--- config.mk ---
export PLATFORM = sky130hd
export DESIGN_NAME = framebuffer_scanout_flat
export DESIGN_NICKNAME = d
export VERILOG_FILES = /design/src/rtl/framebuffer_scanout_if.sv /design/src/rtl/framebuffer_scanout.sv /design/src/flat_wrapper.sv
export SDC_FILE = /design/constraint.sdc
export NUM_CORES = 1
export LEC_CHECK = 0
export ABC_AREA = 1
export CAP_MARGIN = 10
export CORE_MARGIN = 4
export CORE_UTILIZATION = 40
export DETAILED_ROUTE_END_ITERATION = 12
export GPL_ROUTABILITY_DRIVEN = 0
export GPL_TIMING_DRIVEN = 0
export MAX_ROUTING_LAYER = met4
export PLACE_DENSITY = 0.69
export SYNTH_ARGS = -nofsm -noshare
export SYNTH_HDL_FRONTEND = slang
export SYNTH_SLANG_ARGS = --single-unit
--- constraint.sdc ---
create_clock -name clk -period 2.7 [get_ports clk]
set_input_delay 0.405 -clock clk [delete_from_list [all_inputs] [get_ports clk]]
set_output_delay 0.405 -clock clk [all_outputs]
set_load 0.005 [all_outputs]
--- src/rtl/framebuffer_scanout_if.sv ---
// Framebuffer read port plus pixel stream bundle for framebuffer_scanout.
// FB_SCANOUT_PALETTE_EN adds the out_rgb stream field.
interface framebuffer_scanout_if #(
  parameter int ADDR_W = 15
) ();
  logic              rd_en;
  logic [ADDR_W-1:0] rd_addr;
  logic [1:0]        rd_data;
  logic              out_valid;
  logic              out_ready;
  logic [1:0]        out_pixel;
  logic              out_sof;
  logic              out_eol;
`ifdef FB_SCANOUT_PALETTE_EN
  logic [23:0]       out_rgb;
`endif

  // master: the scanout engine; slave: framebuffer memory and pixel sink
  modport master (
    input  rd_data, out_ready,
`ifdef FB_SCANOUT_PALETTE_EN
    output out_rgb,
`endif
    output rd_en, rd_addr, out_valid, out_pixel, out_sof, out_eol
  );

  modport slave (
    output rd_data, out_ready,
`ifdef FB_SCANOUT_PALETTE_EN
    input  out_rgb,
`endif
    input  rd_en, rd_addr, out_valid, out_pixel, out_sof, out_eol
  );
endinterface

--- src/rtl/framebuffer_scanout.sv ---
// Streams a WIDTHxHEIGHT gb_color_t frame from a 1-cycle-latency framebuffer to a valid/ready sink.
// Optional macro FB_SCANOUT_PALETTE_EN adds a registered DMG palette RGB output.
module framebuffer_scanout #(
  parameter int WIDTH  = 160,
  parameter int HEIGHT = 144,
  parameter int ADDR_W = 15
) (
  input  logic                 clk,
  input  logic                 reset,
  input  logic                 frame_start,
  output logic                 busy,
  output logic                 frame_done,
  framebuffer_scanout_if.master bus
);

  localparam int NPIX = WIDTH * HEIGHT;
  localparam int XW   = (WIDTH  > 1) ? $clog2(WIDTH)  : 1;
  localparam int YW   = (HEIGHT > 1) ? $clog2(HEIGHT) : 1;
  localparam logic [ADDR_W-1:0] LAST_ADDR = ADDR_W'(NPIX - 1);
  localparam logic [XW-1:0]     LAST_X    = XW'(WIDTH - 1);
  localparam logic [YW-1:0]     LAST_Y    = YW'(HEIGHT - 1);

  typedef enum logic [1:0] {
    S_IDLE,
    S_READ,
    S_DRAIN
  } state_t;

  typedef struct packed {
`ifdef FB_SCANOUT_PALETTE_EN
    logic [23:0] rgb;
`endif
    logic [1:0]  pix;
    logic        sof;
    logic        eol;
  } entry_t;

`ifdef FB_SCANOUT_PALETTE_EN
  function automatic logic [23:0] dmg_rgb(input logic [1:0] c);
    logic [23:0] rgb;
    case (c)
      2'd0:    rgb = 24'hE0F8D0;
      2'd1:    rgb = 24'h88C070;
      2'd2:    rgb = 24'h346856;
      default: rgb = 24'h081820;
    endcase
    return rgb;
  endfunction
`endif

  state_t            r_state;
  state_t            w_state_nxt;
  logic [ADDR_W-1:0] r_addr;
  logic [XW-1:0]     r_x;
  logic [YW-1:0]     r_y;
  logic              r_pending;
  logic              r_inflight;
  logic              r_if_sof;
  logic              r_if_eol;
  logic [1:0]        r_occ;
  entry_t            r_slot0;
  entry_t            r_slot1;
  logic              r_done;

  logic              w_rd_en;
  logic              w_pop;
  logic              w_push;
  logic [2:0]        w_credit;
  logic              w_drain_done;
  entry_t            w_new;

  // Credit counts what the buffer will hold after this cycle's capture and pop,
  // so a read can be issued alongside a transfer and the stream runs without bubbles.
  assign w_pop        = (r_occ != 2'd0) && bus.out_ready;
  assign w_push       = r_inflight;
  assign w_credit     = {1'b0, r_occ} + {2'b00, r_inflight} - {2'b00, w_pop};
  assign w_drain_done = (r_state == S_DRAIN) && (w_credit == 3'd0);

  always_comb begin
    w_new     = '0;
    w_new.pix = bus.rd_data;
    w_new.sof = r_if_sof;
    w_new.eol = r_if_eol;
`ifdef FB_SCANOUT_PALETTE_EN
    w_new.rgb = dmg_rgb(bus.rd_data);
`endif
  end

  always_comb begin
    w_state_nxt = r_state;
    w_rd_en     = 1'b0;
    case (r_state)
      S_IDLE: begin
        if (frame_start || r_pending) w_state_nxt = S_READ;
      end
      S_READ: begin
        if (w_credit < 3'd2) begin
          w_rd_en = 1'b1;
          if (r_addr == LAST_ADDR) w_state_nxt = S_DRAIN;
        end
      end
      S_DRAIN: begin
        if (w_drain_done) w_state_nxt = S_IDLE;
      end
      default: w_state_nxt = S_IDLE;
    endcase
  end

  always_ff @(posedge clk or posedge reset) begin
    if (reset) begin
      r_state   <= S_IDLE;
      r_pending <= 1'b0;
      r_done    <= 1'b0;
    end else begin
      r_state <= w_state_nxt;
      r_done  <= w_drain_done;
      // One-deep request queue; a start seen while idle launches directly instead
      if (r_state == S_IDLE)
        r_pending <= 1'b0;
      else if (frame_start)
        r_pending <= 1'b1;
    end
  end

  // Read issue stage: linear address plus x/y position for sof/eol tagging
  always_ff @(posedge clk or posedge reset) begin
    if (reset) begin
      r_addr     <= '0;
      r_x        <= '0;
      r_y        <= '0;
      r_inflight <= 1'b0;
      r_if_sof   <= 1'b0;
      r_if_eol   <= 1'b0;
    end else begin
      r_inflight <= w_rd_en;
      r_if_sof   <= w_rd_en && (r_x == '0) && (r_y == '0);
      r_if_eol   <= w_rd_en && (r_x == LAST_X);
      if (r_state == S_IDLE) begin
        r_addr <= '0;
        r_x    <= '0;
        r_y    <= '0;
      end else if (w_rd_en) begin
        r_addr <= (r_addr == LAST_ADDR) ? '0 : r_addr + 1'b1;
        if (r_x == LAST_X) begin
          r_x <= '0;
          r_y <= (r_y == LAST_Y) ? '0 : r_y + 1'b1;
        end else begin
          r_x <= r_x + 1'b1;
        end
      end
    end
  end

  // Capture stage: two-entry output buffer, slot0 is the presented pixel
  always_ff @(posedge clk or posedge reset) begin
    if (reset) begin
      r_occ   <= 2'd0;
      r_slot0 <= '0;
      r_slot1 <= '0;
    end else begin
      case ({w_push, w_pop})
        2'b10: begin
          if (r_occ == 2'd0) r_slot0 <= w_new;
          else               r_slot1 <= w_new;
          r_occ <= r_occ + 2'd1;
        end
        2'b01: begin
          r_slot0 <= r_slot1;
          r_occ   <= r_occ - 2'd1;
        end
        2'b11: begin
          if (r_occ == 2'd1) begin
            r_slot0 <= w_new;
          end else begin
            r_slot0 <= r_slot1;
            r_slot1 <= w_new;
          end
        end
        default: ;
      endcase
    end
  end

  assign bus.rd_en     = w_rd_en;
  assign bus.rd_addr   = r_addr;
  assign bus.out_valid = (r_occ != 2'd0);
  assign bus.out_pixel = r_slot0.pix;
  assign bus.out_sof   = r_slot0.sof;
  assign bus.out_eol   = r_slot0.eol;
`ifdef FB_SCANOUT_PALETTE_EN
  assign bus.out_rgb   = r_slot0.rgb;
`endif
  assign busy          = (r_state != S_IDLE);
  assign frame_done    = r_done;

endmodule

--- src/flat_wrapper.sv ---
// flat-port wrapper written by rule: the top's interface ports become plain ports
module framebuffer_scanout_flat 
#(
  parameter int WIDTH  = 160,
  parameter int HEIGHT = 144,
  parameter int ADDR_W = 15
)
  (clk, reset, frame_start, busy, frame_done, bus_rd_data, bus_out_ready, bus_rd_en, bus_rd_addr, bus_out_valid, bus_out_pixel, bus_out_sof, bus_out_eol);
  framebuffer_scanout_if #(.ADDR_W(ADDR_W)) bus_i ();
  input  logic clk;
  input  logic reset;
  input  logic frame_start;
  output logic busy;
  output logic frame_done;
  input wire logic [$bits(bus_i.rd_data)-1:0] bus_rd_data;
  input wire logic [$bits(bus_i.out_ready)-1:0] bus_out_ready;
  output wire logic [$bits(bus_i.rd_en)-1:0] bus_rd_en;
  output wire logic [$bits(bus_i.rd_addr)-1:0] bus_rd_addr;
  output wire logic [$bits(bus_i.out_valid)-1:0] bus_out_valid;
  output wire logic [$bits(bus_i.out_pixel)-1:0] bus_out_pixel;
  output wire logic [$bits(bus_i.out_sof)-1:0] bus_out_sof;
  output wire logic [$bits(bus_i.out_eol)-1:0] bus_out_eol;
  assign bus_i.rd_data = bus_rd_data;
  assign bus_i.out_ready = bus_out_ready;
  assign bus_rd_en = bus_i.rd_en;
  assign bus_rd_addr = bus_i.rd_addr;
  assign bus_out_valid = bus_i.out_valid;
  assign bus_out_pixel = bus_i.out_pixel;
  assign bus_out_sof = bus_i.out_sof;
  assign bus_out_eol = bus_i.out_eol;
  framebuffer_scanout #(.WIDTH(WIDTH), .HEIGHT(HEIGHT), .ADDR_W(ADDR_W)) u_core (.clk(clk), .reset(reset), .frame_start(frame_start), .busy(busy), .frame_done(frame_done), .bus(bus_i));
endmodule
==> results of run 1 <==
cell families (layout without fill, tap and decap cells):
kind of cell,after synthesis,count (layout),synth area share (%)
AND/OR/NAND/NOR,205,205,32.62
buffers and inverters,54,115,8.199
XOR/XNOR,12,12,3.743
adder cells (fa/ha/maj),10,10,4.724
flip-flops,48,48,42.78
AO/OA/AOI/OAI,39,39,7.932
per-layer routing:
layer,global-route usage (%),up-vias,share of wire (%)
li1,-,1292,-
met1,21.27,1195,47
met2,25.87,37,49
met3,3.199,7,3.1
met4,4.084,0,1.2
met5,-,-,0
cell usage after synthesis:
cell type  number  share of area, %
a21oi_1         2              0.36
a31oi_1         1              0.22
buf_2           2              0.36
buf_6           1              0.40
buf_8           1              0.53
clkinv_2        1              0.18
dfrtp_1        48                43
fa_1            1              0.71
ha_1            9               4.0
inv_1          43               5.7
inv_2           4              0.53
inv_4           2              0.45
nand2_1        99                13
nand2_2         5               1.1
nand2_4         2              0.80
nand3_1        43               7.7
nand3_2         1              0.36
nand3_4         1              0.62
nand4_1         5               1.1
nor2_1         40               5.3
nor2_2          5               1.1
nor2_4          2              0.80
nor4_1          1              0.22
o211ai_1        3              0.80
o21ai_0        24               4.3
o21ai_2         1              0.31
o21bai_1        4               1.1
o22ai_1         4              0.89
or2_2           1              0.22
xnor2_1         5               1.6
xor2_1          7               2.2
what timing repair did:
item / 4_1_cts / 5_1_grt
hold endpoints to repair: 0 / 0
setup endpoints to repair: 34 / 33
cloned: 0 / 2
gates resized for setup: 17 / 60
buffers inserted: 12 / 10
pin swaps: 6 / 12
registers in the layout, indices dropped and copies added (netlist names), 2 cells and up:
| signal | count |
|---|---|
| u_core.r_x | 8 |
| u_core.bus.out_pixel | 2 |
| u_core.r_occ | 2 |
| u_core.bus.rd_addr | 15 |
| u_core.r_state | 2 |
| u_core.r_y | 8 |
| u_core.r_slot1 | 4 |
worst register-to-register path, stage by stage, from the launching register on:
cell	delay (ns)
dfrtp_1	0.38
inv_2	0.06
ha_4	0.16
nor2_4	0.09
inv_2	0.06
ha_4	0.26
inv_2	0.04
ha_4	0.15
fa_2	0.44
inv_2	0.08
nand3_4	0.09
nor2_4	0.12
buf_4	0.12
buf_6	0.09
buf_6	0.11
inv_8	0.04
buf_12	0.12
nor2_4	0.23
nand3_2	0.11
nand2_2	0.07
layout make-up:
type                       instances  area [um2]
buffer                             4       45.04
clock buffer                       5       68.82
clock inverter                     3       23.77
fill                             621        3030
inverter                          50       214.0
multi-input combinational        266        1540
sequential                        48        1201
tap                               96       120.1
timing repair buffer              52       541.8
timing repair inverter             1       8.758
stage by stage:
step	instances	total power [uW]
after global placement	492	2513
after global routing	525	4559
after detailed placement	493	2555
after CTS	513	3263
after floorplan	368	2058
final	525	4291
final timing paths:
check / endpoint / slack [ns] / from
max: u_core.r_y[2] / -0.16 / u_core.r_occ[1]
min: u_core.bus.rd_addr[1] / 0.44 / reset
max reg2reg: u_core.r_y[2] / -0.16 / u_core.r_occ[1]
min reg2reg: u_core.r_slot1[0] / 0.49 / u_core.r_slot1[0]
max in group asynchronous: u_core.r_inflight / 1.75 / reset
min in group clk: u_core.r_slot1[0] / 0.49 / u_core.r_slot1[0]
power breakdown:
part / switching [uW] / total (uW) / leakage, uW / internal [uW]
clock: 273 / 457 / 0.0000404 / 184
sequential: 139 / 1010 / 0.000634 / 871
combinational: 1410 / 2820 / 0.00106 / 1420
total: 1820 / 4290 / 0.00173 / 2470
==> impl_metrics.py, run 1 <==
metrics = {
    "layout": {
        "mostFrequentLayoutCells": "nand2_1, dfrtp_1, nor2_1, nand3_1, inv_1",
        "syn_to_final_growth_pct": 34.05,
        "layout_commonest_cell": "nand2_1",
        "final_nets": 444,
        "antenna_cells": 0,
        "design_area_um2": 3764,
        "utilization_pct": 55.40,
        "drive_gt1_share_pct": 23.31,
    },
    "critical_path": {
        "path_common_cell": "inv_2",
        "setup.worst_path.start_class": "register",
        "cpMaxStageDelayCell": "fa_2",
        "end_kind": "register",
        "cp.depth": 19,
        "slowest_delay_ns": 0.44,
        "crit_chain": "inv_2 > ha_4 > nor2_4 > inv_2 > ha_4 > inv_2 > ha_4 > fa_2 > inv_2 > nand3_4 > nor2_4 > buf_4 > buf_6 > buf_6 > inv_8 > buf_12 > nor2_4 > nand3_2 > nand2_2",
        "crit_arrival_ns": 3.12,
        "path_delay_family": "adder cells",
        "path_max_fanout": 7,
        "reg2regPathDepth": 19,
        "required_ns": 2.97,
        "crit_buf_inv": 9,
        "crit_type": "reg -> reg",
    },
    "synth": {
        "synth-seq-area-share_pct": 42.78,
        "yosysWarnings": 0,
        "synth_fp_nets": 384,
        "yosysUniqueCellTypes": 31,
        "synth_seq_cells": 48,
        "netlist_area_um2": 2808,
        "avgSynthCellArea_um2": 7.630,
        "synth_cells": 368,
    },
    "place": {
        "dp_hpwl_um": 4427,
        "place_ws_ns": -0.9887,
        "postPlaceCellArea_um2": 3241,
        "port_buffers": 28,
    },
    "die": {
        "ios": 29,
        "coreArea_um2": 6794,
        "dieArea_um2": 8424,
        "num_rows": 30,
        "fp.dieH_um": 91.78,
        "die-width_um": 91.78,
        "start_util_pct": 41.33,
    },
    "sta": {
        "max_freq_mhz": 350.0,
        "fin_tns_setup_ns": -2.631,
        "period_needed_ns": 2.857,
        "fin_crit_sh_pct": 105.8,
        "worst_slack_ns": -0.1571,
        "skew_ns": 0.01031,
        "finalSetupViolCount": 30,
        "drv_slew": 0,
        "rsz0062_at_grt": "yes",
        "holdWs_ns": 0.4430,
        "worstMarginPinSlew_ns": 0.5703,
        "hold_viol_final": 0,
        "relSlewSlack_pct": 61.81,
    },
    "cts": {
        "cts_tree": "yes",
        "htreeDepth": 2,
        "cts_buffers": 5,
        "clock_latency_ns": 0.32,
        "cts.clk_slew.worst_paths_ns": 0.10,
        "cts.sink_count": 48,
        "cts-root-buf": "clkbuf_8",
        "hold_buffers": 0,
        "clock_path_buffers": 2,
    },
    "grt": {
        "grt_pass1_wl_um": 10910,
        "grt_pass1_vias": 2355,
        "grt_util_all_layers_pct": 16.20,
        "antenna_found_initial": 0,
        "grt_max_degree": 27,
        "grt_overflow": 0,
    },
    "run_status": {
        "violations": "negative setup slack",
        "status": "complete, but fails checks",
    },
    "min_path": {
        "hold_path_class": "in -> async",
    },
    "routing": {
        "ant_nets": 0,
        "wl_um": 6704,
        "post_drt_via_cell_ratio": 4.821,
        "drc_errors": 0,
        "wl_per_cell_um": 12.77,
        "first_pass_iters": 4,
        "vias": 2531,
        "drtIter0Drc": 165,
    },
    "pwr": {
        "power_leakage_uw": 0.001730,
        "peakVddDrop_mv": 0.4498,
        "p_per_area_nw_per_um2": 1140,
    },
    "job": {
        "drv_cap": 0,
    },
}
No activity file was read; power rests on OpenSTA's default activity.
==> run 2, diff against run 1 <==
Settings changed: CORE_MARGIN 4 to not set, PLACE_DENSITY 0.69 to 0.67.
Clock period 2.7 ns to 2.64 ns, I/O delays scaled along.
==> run 2 against run 1 <==
Effect of this change:
- the flow still finishes with violations (negative setup slack)
- register-to-register slack improved by 0.06 ns
- first-iteration DRC count rose by 9.1%
- utilization fell by 1.4 points
- sequential cell count did not move
- clock power barely moved
- sequential share of layout area rose by 0.84 points
- non-clock buffer count fell by 6
- via count fell by 0.43%
- design area fell by 2.6%
==> impl_metrics.py, run 2 (same netlist as run 1, synthesis figures left out) <==
metrics = {
    "run_status": {
        "status": "complete, but fails checks",
        "violations": "negative setup slack",
    },
    "cts": {
        "htreeDepth": 2,
        "cts.clk_slew.worst_paths_ns": 0.09,
        "cts_tree": "yes",
        "cts-root-buf": "clkbuf_8",
        "cts_buffers": 5,
        "cts.sink_count": 48,
        "clock_latency_ns": 0.31,
        "clock_path_buffers": 2,
    },
    "place": {
        "place_ws_ns": -0.9490,
        "dp_hpwl_um": 4173,
        "port_buffers": 28,
    },
    "routing": {
        "ant_nets": 0,
        "wl_per_cell_um": 12.20,
        "post_drt_via_cell_ratio": 4.855,
        "vias": 2520,
        "drc_errors": 0,
        "drtIter0Drc": 180,
        "wl_um": 6332,
        "first_pass_iters": 5,
    },
    "die": {
        "num_rows": 30,
        "start_util_pct": 41.33,
        "dieArea_um2": 7358,
        "coreArea_um2": 6794,
        "fp.dieH_um": 85.78,
        "die-width_um": 85.78,
        "ios": 29,
    },
    "layout": {
        "antenna_cells": 0,
        "layout_commonest_cell": "nand2_1",
        "syn_to_final_growth_pct": 30.62,
        "largest_reg_flops": 15,
        "final_nets": 438,
        "n_fill_cell": 640,
        "drive_gt1_share_pct": 19.39,
        "mostFrequentLayoutCells": "nand2_1, dfrtp_1, nor2_1, inv_1, nand3_1",
    },
    "critical_path": {
        "required_ns": 2.24,
        "path_max_fanout": 3,
        "setup.worst_path.start_class": "register",
        "crit_arrival_ns": 2.48,
        "crit_type": "reg -> out",
        "end_kind": "output pin",
    },
    "sta": {
        "worstMarginPinSlew_ns": 0.5323,
        "rsz0062_at_grt": "yes",
        "hold_viol_final": 0,
        "fin_crit_sh_pct": 109.0,
        "max_freq_mhz": 347.6,
        "relSlewSlack_pct": 64.36,
        "skew_ns": 0.01043,
        "period_needed_ns": 2.877,
        "drv_slew": 0,
        "finalSetupViolCount": 25,
        "worst_slack_ns": -0.2372,
    },
    "job": {
        "drv_cap": 0,
    },
    "grt": {
        "grt_max_degree": 34,
        "grt_pass1_vias": 2162,
        "grt_util_all_layers_pct": 18.10,
        "grt_pass1_wl_um": 10140,
        "antenna_found_initial": 0,
        "grt_overflow": 0,
    },
    "pwr": {
        "power_leakage_uw": 0.001686,
        "p_per_area_nw_per_um2": 1079,
        "peakVddDrop_mv": 0.4955,
        "power.total_uw": 3958,
    },
    "min_path": {
        "hold_path_class": "in -> async",
    },
}
-- run 2: cell count changes in the layout (fill, tap and decap cells not counted), moves of 3 or more --
cell / delta
buf_6: -3
nand2_1: +11
nand2_2: -9
nand3_2: +3
-- run 2: cell type report --
cell class | count | area, um2 | area share [%]
multi-input combinational | 267 | 1520 | 41.45
sequential | 48 | 1201 | 32.75
timing repair buffer | 46 | 486.7 | 13.27
inverter | 50 | 206.4 | 5.629
tap | 96 | 120.1 | 3.275
clock buffer | 5 | 68.82 | 1.876
buffer | 4 | 40.04 | 1.092
clock inverter | 3 | 23.77 | 0.6482
-- run 2: what timing repair did --
item,in CTS,in global routing
cloned,0,3
pin swaps,6,13
endpoints found under the setup margin,35,33
buffers inserted,8,7
resized for setup,13,41
hold buffers,0,0
-- run 2: metrics by stage --
| stage | instance area (um2) | std cells | setup TNS (ns) | hold slack (ns) | utilization, % |
|---|---|---|---|---|---|
| 2_1_floorplan | 2825 | 368 | 0 | 0.4479 | - |
| 3_3_place_gp | 3226 | 492 | -14.05 | 0.4649 | 47.48 |
| 3_5_place_dp | 3246 | 493 | -15.60 | 0.4704 | 47.77 |
| 4_1_cts | 3428 | 509 | -2.606 | 0.3921 | 50.46 |
| 5_1_grt | 3667 | 519 | -6.333 | 0.4124 | 53.98 |
| 6_report | 3667 | 519 | -1.841 | 0.3826 | 53.98 |
-- run 2: routing by layer --
layer	global-route usage, %	routed length [um]	vias up
met5	-	0	-
met1	24.31	2999	1167
met2	28.07	3009	57
met3	3.272	252	7
li1	-	-	1289
met4	5.303	71	0
-- run 2: path summary, 6_finish.rpt --
path	startpoint	end	slack (ns)	cells after the start
hold / removal	reset	u_core.r_occ[1]	0.38	2
max in group asynchronous	reset	u_core.r_x[7]	1.75	3
setup / recovery	u_core.r_occ[1]	bus_rd_en	-0.24	13
min in group clk	u_core.r_slot1[0]	u_core.r_slot1[0]	0.49	2
setup reg to reg	u_core.r_occ[1]	u_core.bus.rd_addr[13]	-0.10	18
hold reg to reg	u_core.r_slot1[0]	u_core.r_slot1[0]	0.49	2
-- run 2: worst max-delay path: stages (launching register included) --
cell	delay (ns)
dfrtp_1	0.38
inv_2	0.06
ha_4	0.16
nor2_4	0.09
inv_2	0.06
ha_4	0.26
inv_2	0.04
ha_4	0.15
fa_1	0.45
inv_1	0.08
nand3_2	0.11
nor2_4	0.13
buf_8	0.12
buf_6	0.08
-- run 2: power by group --
part	total, uW	internal [uW]	switching, uW
clock network	460	188	272
registers	1020	891	133
logic	2470	1220	1250
total	3960	2300	1660
